<file path="src/rtl/game_io_event_bridge.sv">
// game_io_event_bridge
//   Turns raw game-board inputs into the register-file event words and
//   one-cycle write strobes for r20 (button), r22 (frame), r24 (collision)
//   and r26 (live status).
//
// Ports
//   clock                 in   system clock
//   ctrl_reset            in   synchronous, active-high reset
//   button_raw            in   asynchronous jump button (synchronized + debounced)
//   pause_raw             in   asynchronous pause button (synchronized + debounced)
//   frame_tick            in   end-of-frame pulse, clock domain
//   collision_raw         in   renderer collision level, clock domain
//   r20                   out  {31'b0, button_level}
//   r22                   out  frame event counter
//   r24                   out  collision event counter
//   r26                   out  {29'b0, collision_raw_q, pause_state, button_level}
//   button_signal_reg     out  strobe: debounced button level changed
//   screen_signal_reg     out  strobe: frame divider wrapped (not paused)
//   collision_signal_reg  out  strobe: collision rising edge (not paused)
//   pause_signal_reg      out  strobe: debounced pause press toggled pause_state
//   pause_state           out  current pause flag
module game_io_event_bridge #(
  parameter int unsigned DEBOUNCE_CYCLES = 250000,
  parameter int unsigned FRAME_DIV       = 1
) (
  input  logic        clock,
  input  logic        ctrl_reset,
  input  logic        button_raw,
  input  logic        pause_raw,
  input  logic        frame_tick,
  input  logic        collision_raw,
  output logic [31:0] r20,
  output logic [31:0] r22,
  output logic [31:0] r24,
  output logic [31:0] r26,
  output logic        button_signal_reg,
  output logic        screen_signal_reg,
  output logic        collision_signal_reg,
  output logic        pause_signal_reg,
  output logic        pause_state
);

  localparam int unsigned CW = $clog2(DEBOUNCE_CYCLES + 1);
  localparam int unsigned DW = (FRAME_DIV > 1) ? $clog2(FRAME_DIV) : 1;
  localparam logic [CW-1:0] CNT_MAX = CW'(DEBOUNCE_CYCLES);
  localparam logic [DW-1:0] DIV_MAX = DW'(FRAME_DIV - 1);

  // Channel 0 = jump button, channel 1 = pause button.
  logic [1:0]    raw;
  logic [1:0]    sync1_q, sync2_q;
  logic [1:0]    lvl_q, lvl_d;
  logic [1:0]    flip;
  logic [CW-1:0] cnt_q [2];
  logic [CW-1:0] cnt_d [2];

  logic          pause_q, pause_d;
  logic [DW-1:0] div_q, div_d;
  logic [31:0]   r22_q, r22_d, r24_q, r24_d;
  logic          coll_q;
  logic          frame_ev, col_ev;
  logic          btn_stb_q, pause_stb_q, scr_stb_q, col_stb_q;

  assign raw = {pause_raw, button_raw};

  // Counter only reaches CNT_MAX after DEBOUNCE_CYCLES consecutive differing
  // samples; the flip happens on the following differing sample.
  always_comb begin
    for (int unsigned i = 0; i < 2; i++) begin
      lvl_d[i] = lvl_q[i];
      cnt_d[i] = '0;
      flip[i]  = 1'b0;
      if (sync2_q[i] != lvl_q[i]) begin
        if (cnt_q[i] == CNT_MAX) begin
          lvl_d[i] = ~lvl_q[i];
          flip[i]  = 1'b1;
        end else begin
          cnt_d[i] = cnt_q[i] + CW'(1);
        end
      end
    end
  end

  // Frame and collision gating use pause_q, i.e. the value before any toggle
  // landing in this same cycle.
  always_comb begin
    pause_d  = pause_q ^ (flip[1] & lvl_d[1]);
    frame_ev = 1'b0;
    div_d    = div_q;
    r22_d    = r22_q;
    if (frame_tick && !pause_q) begin
      if (div_q == DIV_MAX) begin
        div_d    = '0;
        frame_ev = 1'b1;
        r22_d    = r22_q + 32'd1;
      end else begin
        div_d = div_q + DW'(1);
      end
    end
    col_ev = collision_raw & ~coll_q & ~pause_q;
    r24_d  = col_ev ? r24_q + 32'd1 : r24_q;
  end

  always_ff @(posedge clock) begin
    if (ctrl_reset) begin
      sync1_q     <= '0;
      sync2_q     <= '0;
      lvl_q       <= '0;
      cnt_q[0]    <= '0;
      cnt_q[1]    <= '0;
      pause_q     <= 1'b0;
      div_q       <= '0;
      r22_q       <= '0;
      r24_q       <= '0;
      coll_q      <= 1'b0;
      btn_stb_q   <= 1'b0;
      pause_stb_q <= 1'b0;
      scr_stb_q   <= 1'b0;
      col_stb_q   <= 1'b0;
    end else begin
      sync1_q     <= raw;
      sync2_q     <= sync1_q;
      lvl_q       <= lvl_d;
      cnt_q[0]    <= cnt_d[0];
      cnt_q[1]    <= cnt_d[1];
      pause_q     <= pause_d;
      div_q       <= div_d;
      r22_q       <= r22_d;
      r24_q       <= r24_d;
      coll_q      <= collision_raw;
      btn_stb_q   <= flip[0];
      pause_stb_q <= flip[1] & lvl_d[1];
      scr_stb_q   <= frame_ev;
      col_stb_q   <= col_ev;
    end
  end

  // Outputs are direct views of flops.
  assign r20                  = {31'b0, lvl_q[0]};
  assign r22                  = r22_q;
  assign r24                  = r24_q;
  assign r26                  = {29'b0, coll_q, pause_q, lvl_q[0]};
  assign button_signal_reg    = btn_stb_q;
  assign screen_signal_reg    = scr_stb_q;
  assign collision_signal_reg = col_stb_q;
  assign pause_signal_reg     = pause_stb_q;
  assign pause_state          = pause_q;

endmodule

</file>
<file path="config.mk">
export PLATFORM = sky130hd
export DESIGN_NAME = game_io_event_bridge
export DESIGN_NICKNAME = d
export VERILOG_FILES = /design/src/rtl/game_io_event_bridge.sv
export SDC_FILE = /design/constraint.sdc
export NUM_CORES = 1
export LEC_CHECK = 0
export ABC_AREA = 1
export CORE_MARGIN = 2
export CORE_UTILIZATION = 25
export CTS_CLUSTER_DIAMETER = 60
export DETAILED_ROUTE_END_ITERATION = 6
export GPL_TIMING_DRIVEN = 0
export SYNTH_ARGS = -nofsm -noshare
export SYNTH_HDL_FRONTEND = slang
export SYNTH_SLANG_ARGS = --single-unit
</file>
<file path="constraint.sdc">
create_clock -name clock -period 1.3 [get_ports clock]
set_input_delay 0.26 -clock clock [delete_from_list [all_inputs] [get_ports clock]]
set_output_delay 0.26 -clock clock [all_outputs]
set_load 0.02 [all_outputs]
</file>
==> results of run 1 <==
## power groups by stage
stage	Clock, µW	Sequential (µW)	Combinational, µW
floorplan	0	3570	413
global placement	0	3550	533
detailed placement	0	3550	536
CTS	2850	3450	603
global route	2990	3400	698
finish	2780	3390	650
## timing repair
action,CTS,global route
endpoints found under the setup margin,161,120
gates resized for setup,417,216
gates cloned,2,0
pin swaps,56,73
buffers inserted,57,31
## cells in the mapped netlist, types with 4 or more instances
cell type | instances | area [µm²]
xor2_1 | 10 | 87.58
inv_1 | 127 | 476.7
nor3_1 | 28 | 140.1
nand4_1 | 27 | 168.9
nand2_2 | 7 | 43.79
buf_4 | 66 | 495.5
a21oi_1 | 48 | 240.2
nor2_1 | 167 | 626.9
inv_2 | 4 | 15.01
nand2_1 | 186 | 698.2
clkbuf_1 | 5 | 18.77
ha_1 | 6 | 75.07
nand3_1 | 55 | 275.3
o21ai_0 | 28 | 140.1
nor2_2 | 8 | 50.05
nor2_4 | 9 | 101.4
nor3b_1 | 5 | 37.54
dfxtp_1 | 112 | 2242
## logic make-up (layout without fill, tap and decap cells)
| logic type | count (synthesis) | count (layout) |
|---|---|---|
| xor+xnor | 13 | 13 |
| buf+inv | 206 | 387 |
| compound gates | 81 | 81 |
| other cells | 1 | 60 |
| flops | 112 | 112 |
| simple gates | 506 | 506 |
| fa+ha+maj | 6 | 6 |
## final timing paths
path / end / slack, ns / cells past startpoint
worst max-delay path: r24[24] / -0.17 / 9
worst min-delay path: r24[13] / 0.31 / 2
worst max register to register: r24[24] / -0.17 / 9
worst min register to register: sync2_q[0] / 0.41 / 2
## layer usage
| layer | routed length, µm | global-route usage [%] | up-vias |
|---|---|---|---|
| li1 | - | - | 3261 |
| met1 | 7965 | 16.60 | 2922 |
| met2 | 9237 | 23.77 | 144 |
| met3 | 769 | 2.195 | 24 |
| met4 | 327 | 3.653 | 0 |
| met5 | 0 | 0 | - |
## worst register-to-register path: stages, from the launching register on
cell	delay (ns)
dfxtp_4	0.39
clkinv_4	0.07
nand3_4	0.13
nor2_4	0.20
buf_4	0.15
nand2_4	0.06
nor2_4	0.16
nand4_1	0.11
nand2_1	0.07
nor2_1	0.04
## final cells by class
cell class | count | area (µm²)
plain buffers | 72 | 524.3
clock buffers | 12 | 266.5
clock inverters | 4 | 26.28
fillers | 2476 | 14440
inverters | 132 | 513.0
multi-input cells | 666 | 4076
flip-flops and latches | 112 | 2464
well taps | 324 | 405.4
repair buffers | 167 | 1534
## stage by stage
step	instances	TNS [ns]
after detailed placement	1385	-36.63
after CTS	1460	-2.275
after global placement	1385	-34.36
after floorplan	984	0
final	1489	-3.762
after global routing	1489	-9.541
==> metrics.md, run 1 <==
| Metric | Value |
|---|---|
| Logic pwr share | `9.5%` |
| Crit. End Element | `register` |
| HP Start | `ctrl_reset` |
| Sw Ratio | `25.23%` |
| Nets | `1172` |
| Clk Latency, worst-skew pair | `0.35 ns` |
| Max Slew Vio Count | `0` |
| Residual DRC | `0` |
| Cell Area, Synth | `0.006143 mm²` |
| FP Rows | `57` |
| Initial antenna violation count | `0` |
| Dpl cell area | `0.007646 mm²` |
| Crit path buffers/inverters | `2` |
| Fmax | `680.1 MHz` |
| Top cell by count, worst path | `nor2_4` |
| Clock transition at the registers of the reported paths | `0.08 ns` |
| RD Place Congestion | `0.8316` |
| Routed WL per cell | `12.29 µm` |
| Final worst slack | `-0.1703 ns` |
| Power, Total | `6821 µW` |
| Instance count of the mapped netlist | `925` |
| Area growth syn-to-layout | `59.67%` |
| Main combinational cell family by area after synthesis | `simple AND/OR/NAND/NOR gates` |
| Worst vdd ir | `0.4810 mV` |
| RSZ-0062 raised after global routing | `yes` |
| Fin crit share | `113.1%` |
| Post-synth top flop | `dfxtp_1` |
| Die Width | `160.8 µm` |
| Worst Skew | `0.009111 ns` |
| Core footprint | `0.02425 mm²` |
| Post-DP HPWL | `12410 µm` |
| GRT Overall Usage | `13.32%` |
| Mux cell area share after synthesis | `0%` |
| Crit-path slowest cell | `dfxtp_4` |
| Netlist cell types | `35` |
| Finish-stage setup viols | `67` |
| Share of cells above drive strength 1 | `48.33%` |
| Pin count of the biggest net entering global routing | `18` |
| Largest delay share family, worst path | `simple AND/OR/NAND/NOR gates` |
| Nature of the critical path startpoint | `register` |
| Leak | `0.004001 µW` |
| DRT Pass-1 Iters | `5` |
| Number of diodes | `0` |
| Max reg flops | `36` |
| Total Wirelength | `18300 µm` |
| Commonest non-fill, non-tap cell in the layout | `nand2_1` |
| Reg2Reg Launch Point | `pause_state` |
| Seq cells post-synth | `112` |
| Crit path DAT | `1.72 ns` |
| Maximum capacitance violations | `0` |
| Power per cell area | `695.3 mW/mm²` |
| Final min period | `1.470 ns` |
| Initial drt markers | `275` |
| H-tree depth | `3` |
| Initial Utilization | `25.34%` |
| WP data required | `1.55 ns` |
| Setup Crit Path Kind | `register to register` |
| Yosys Warn Count | `0` |
| Vias in the first global route | `5753` |
| Die Span Y | `160.8 µm` |
| Critical path fanouts, max | `6` |
| Hold Buf Count CTS | `0` |
| Clock Path Buffers | `2` |
| Post-synthesis compound-gate area fraction | `6.843%` |
| Outcome | `finished, violations left` |
| First-pass GRT wire length | `28180 µm` |
| Failing checks | `negative setup slack` |
| Root Buffer | `clkbuf_16` |
| Post-synthesis sequential area ratio | `36.50%` |
| CP startpoint | `pause_state` |
| Detail Route Antenna Nets | `0` |
| # IOs | `139` |
| Max-Slew Margin vs Limit | `47.58%` |
| Synth Area in Adders | `1.222%` |
| Pre-CTS setup slack | `-0.6897 ns` |
| GR Overflow Total | `0` |
| Num CTS Buffers | `9` |
| Clock Power Share | `40.7%` |
| Hold Crit Class | `input port to register` |
| Utilization after layout | `40.45%` |
| Via count | `6351` |
| Slew of the pin with the lowest slew margin | `0.7862 ns` |
| Clk sink count | `112` |
| XOR/XNOR share of the synthesized area | `1.853%` |
| FFs w/ async S/R, synth | `0%` |
| Syn_area_per_cell | `6.642 µm²` |
| Internal Power | `5100 µW` |
| Net Sw Power | `1721 µW` |
| I/O Buffers | `77` |
| Sequential power share | `49.8%` |
| Vias per cell | `4.265` |
| CTS tree | `yes` |
| Simple-Gate Fraction of Synth Area | `36.86%` |
| Cell Chain, Critical Path | `clkinv_4 -> nand3_4 -> nor2_4 -> buf_4 -> nand2_4 -> nor2_4 -> nand4_1 -> nand2_1 -> nor2_1` |
| Die area | `0.02584 mm²` |
| WHS | `0.3093 ns` |
| Post-synth EDFFs | `0` |
| Largest Register | `cnt_q` |
| Commonest non-fill, non-tap cells in the layout | `nand2_1 (144), buf_4 (130), nor2_1 (117)` |
| Post-route cell area | `0.009809 mm²` |
| Worst path max stage delay | `0.39 ns` |
| Final hold vios | `0` |
(Power assumes the default switching activity.)
==> inputs of run 2 (changes only) <==
--- a/config.mk
+++ b/config.mk
@@ -5,12 +5,13 @@
 export SDC_FILE = /design/constraint.sdc
 export NUM_CORES = 1
 export LEC_CHECK = 0
-export ABC_AREA = 1
+export ABC_AREA = 0
 export CORE_MARGIN = 2
 export CORE_UTILIZATION = 25
 export CTS_CLUSTER_DIAMETER = 60
 export DETAILED_ROUTE_END_ITERATION = 6
 export GPL_TIMING_DRIVEN = 0
+export HOLD_SLACK_MARGIN = 0.03
 export SYNTH_ARGS = -nofsm -noshare
 export SYNTH_HDL_FRONTEND = slang
 export SYNTH_SLANG_ARGS = --single-unit
==> metrics.md, run 2 <==
| Metric | Value |
|---|---|
| Outcome | `finished, violations left` |
| Failing checks | `negative setup slack` |
| Yosys Warn Count | `0 (unchanged)` |
| Num CTS Buffers | `9 (unchanged)` |
| H-tree depth | `3 (unchanged)` |
| Clock transition at the registers of the reported paths | `0.07 ns (about the same)` |
| Clk sink count | `112 (unchanged)` |
| GRT Overall Usage | `12.85% (-0.48 points)` |
| Final worst slack | `-0.7570 ns (-0.5866 ns)` |
| Metal-1 WL | `7302 µm (-8.3%)` |
| Finish-stage setup viols | `104 (+55%)` |
| Initial antenna violation count | `0 (unchanged)` |
| Pre-CTS setup slack | `-1.377 ns (-0.6876 ns)` |
| Total Wirelength | `16110 µm (-12%)` |
| Syn_area_per_cell | `8.444 µm² (+27%)` |
| Residual DRC | `0 (unchanged)` |
| DRT Pass-1 Iters | `4 (-1)` |
| Initial Utilization | `25.61% (+0.28 points)` |
| WP data required | `1.59 ns (+0.04 ns)` |
| Post-synth EDFFs | `0 (unchanged)` |
| FFs w/ async S/R, synth | `0% (unchanged)` |
| Number of diodes | `0 (unchanged)` |
| FP Rows | `54 (-5.3%)` |
| Setup Crit Path Kind | `register to register` |
| Top sig layer | `met4` |
| Max Slew Vio Count | `0 (unchanged)` |
| Clk Latency, worst-skew pair | `0.36 ns (about the same)` |
| I/O Buffers | `77 (unchanged)` |
| Met3 wire len | `635 µm (-17%)` |
| Area growth syn-to-layout | `61.33%` |
| Netlist cell types | `44 (+26%)` |
| Root Buffer | `clkbuf_16` |
| Worst vdd ir | `0.6533 mV (+36%)` |
| Nets | `901 (-23%)` |
| Sum of negative setup slack | `-36.30 ns (-32.54 ns)` |
| Power per cell area | `758.3 mW/mm² (+9.1%)` |
| Most frequent cell after synthesis | `dfxtp_1` |
| Hold Crit Class | `input port to register` |
| Crit. End Element | `register` |
| Worst Skew | `0.01208 ns (+0.002972 ns)` |
| Leading area contributor after synthesis | `dfxtp_1` |
| RD Place Congestion | `0.7590 (-8.7%)` |
| Post-synthesis sequential area ratio | `39.99% (+3.5 points)` |
| # IOs | `139 (unchanged)` |
| Cell Area, Synth | `0.005607 mm² (-8.7%)` |
| Routed WL per cell | `13.72 µm (+12%)` |
| Post-synth top flop | `dfxtp_1` |
| Final min period | `2.057 ns (+0.5866 ns)` |
| Commonest non-fill, non-tap cells in the layout | `buf_4 (120), conb_1 (60), nor2_1 (47)` |
| Die area | `0.02364 mm² (-8.5%)` |
| Slew of the pin with the lowest slew margin | `0.7401 ns (-0.04617 ns)` |
| Share of cells above drive strength 1 | `53.47% (+5.1 points)` |
| Fill cells | `2145 (-13%)` |
| Final hold vios | `0 (unchanged)` |
| Utilization after layout | `41.32% (+0.86 points)` |
| Max-Slew Margin vs Limit | `50.66% (+3.1 points)` |
| RSZ-0062 raised after global routing | `yes` |
| Top post-synthesis cells by area | `dfxtp_1 (40%), buf_4 (8.6%), xnor2_1 (4.5%)` |
| Core footprint | `0.02189 mm² (-9.7%)` |
| Die Width | `153.8 µm (-4.4%)` |
| Crit path DAT | `2.35 ns (+0.63 ns)` |
| Leak | `0.003421 µW (-15%)` |
| Initial drt markers | `270 (-1.8%)` |
| Vias in the first global route | `5028 (-13%)` |
| Detail Route Antenna Nets | `0 (unchanged)` |
| Instance count of the mapped netlist | `664 (-28%)` |
| Top cell type's share of synthesized area | `39.99% (+3.5 points)` |
| Maximum capacitance violations | `0 (unchanged)` |
| Synth top cells by count | `dfxtp_1 (112), buf_4 (64), nor2_1 (61)` |
| Pin count of the biggest net entering global routing | `19 (+1)` |
| First-pass GRT wire length | `25160 µm (-11%)` |
| Seq cells post-synth | `112 (unchanged)` |
| Post-DP HPWL | `10250 µm (-17%)` |
| Die Span Y | `153.8 µm (-4.4%)` |
| Max reg flops | `36 (unchanged)` |
| Clock Path Buffers | `2 (unchanged)` |
| Fin crit share | `158.2% (+45 points)` |
| Nature of the critical path startpoint | `register` |
| GR Overflow Total | `0 (unchanged)` |
| DR WL met2 | `7904 µm (-14%)` |
| Via count | `5391 (-15%)` |
| Fmax | `486.2 MHz (-29%)` |
| Commonest non-fill, non-tap cell in the layout | `buf_4` |
| Vias per cell | `4.592 (+7.7%)` |
| CTS tree | `yes` |
| Critical path fanouts, max | `6 (unchanged)` |
| Largest Register | `cnt_q` |
run 2: cells by family (layout without fill, tap and decap cells):
| logic type | count (synthesis) | after routing | share of synthesized area [%] |
|---|---|---|---|
| XOR/XNOR | 46 | 46 | 7.186 |
| AND/OR/NAND/NOR | 288 | 289 | 28.61 |
| other | 1 | 60 | 0.06689 |
| buffers and inverters | 107 | 277 | 11.63 |
| multiplexers | 6 | 6 | 1.183 |
| AO/OA/AOI/OAI | 98 | 98 | 9.998 |
| adder cells (fa/ha/maj) | 6 | 6 | 1.339 |
| flip-flops | 112 | 112 | 39.99 |
run 2: routing by layer:
layer	up-vias	track usage [%]
li1	2714	-
met3	19	2.508
met5	-	0
met2	104	22.10
met1	2554	16.13
met4	0	4.238
run 2: cell type report:
class / count / area, µm² / area share (%)
Buffer: 86 / 710.7 / 7.857
Clock buffer: 10 / 229.0 / 2.531
Clock inverter: 6 / 68.82 / 0.7608
Inverter: 16 / 60.06 / 0.6640
Multi-Input combinational cell: 505 / 3834 / 42.38
Sequential cell: 112 / 2444 / 27.02
Tap cell: 280 / 350.3 / 3.873
Timing Repair Buffer: 159 / 1349 / 14.91
run 2: worst paths after layout:
| kind | end | slack (ns) | startpoint | cells past startpoint |
|---|---|---|---|---|
| min | r24[16] | 0.41 | ctrl_reset | 3 |
| max | r24[21] | -0.76 | coll_q | 5 |
| max reg2reg | r24[21] | -0.76 | coll_q | 5 |
| min reg2reg | sync2_q[1] | 0.44 | sync1_q[1] | 1 |
run 2: repair_timing:
action,4_1_cts,5_1_grt
cloned,3,2
endpoints found under the setup margin,178,135
pin swaps,50,55
resized for setup,340,166
hold buffers,0,0
setup buffers,48,30
endpoints found under the hold margin,0,0
run 2: power by group:
part / total [µW] / internal (µW) / switching, µW
logic: 590 / 245 / 346
registers: 3410 / 3380 / 26.8
clock network: 2860 / 1510 / 1350
run 2: through the flow:
stage          cell area [µm²]  hold WS (ns)  total power (µW)  cells
2_1_floorplan             6292        0.3882              3945    723
3_3_place_gp              7413        0.4163              4047   1080
3_5_place_dp              7413        0.4258              4049   1080
4_1_cts                   8437        0.4091              6899   1146
5_1_grt                   9045        0.4464              7088   1174
6_report                  9045        0.4069              6859   1174
run 2: critical path, cell delays in order, from the launching register on:
cell and delay, ns:
dfxtp_4 0.36, or3b_4 0.40, or4_4 0.52, buf_6 0.16
or4_4 0.41, a21oi_2 0.14
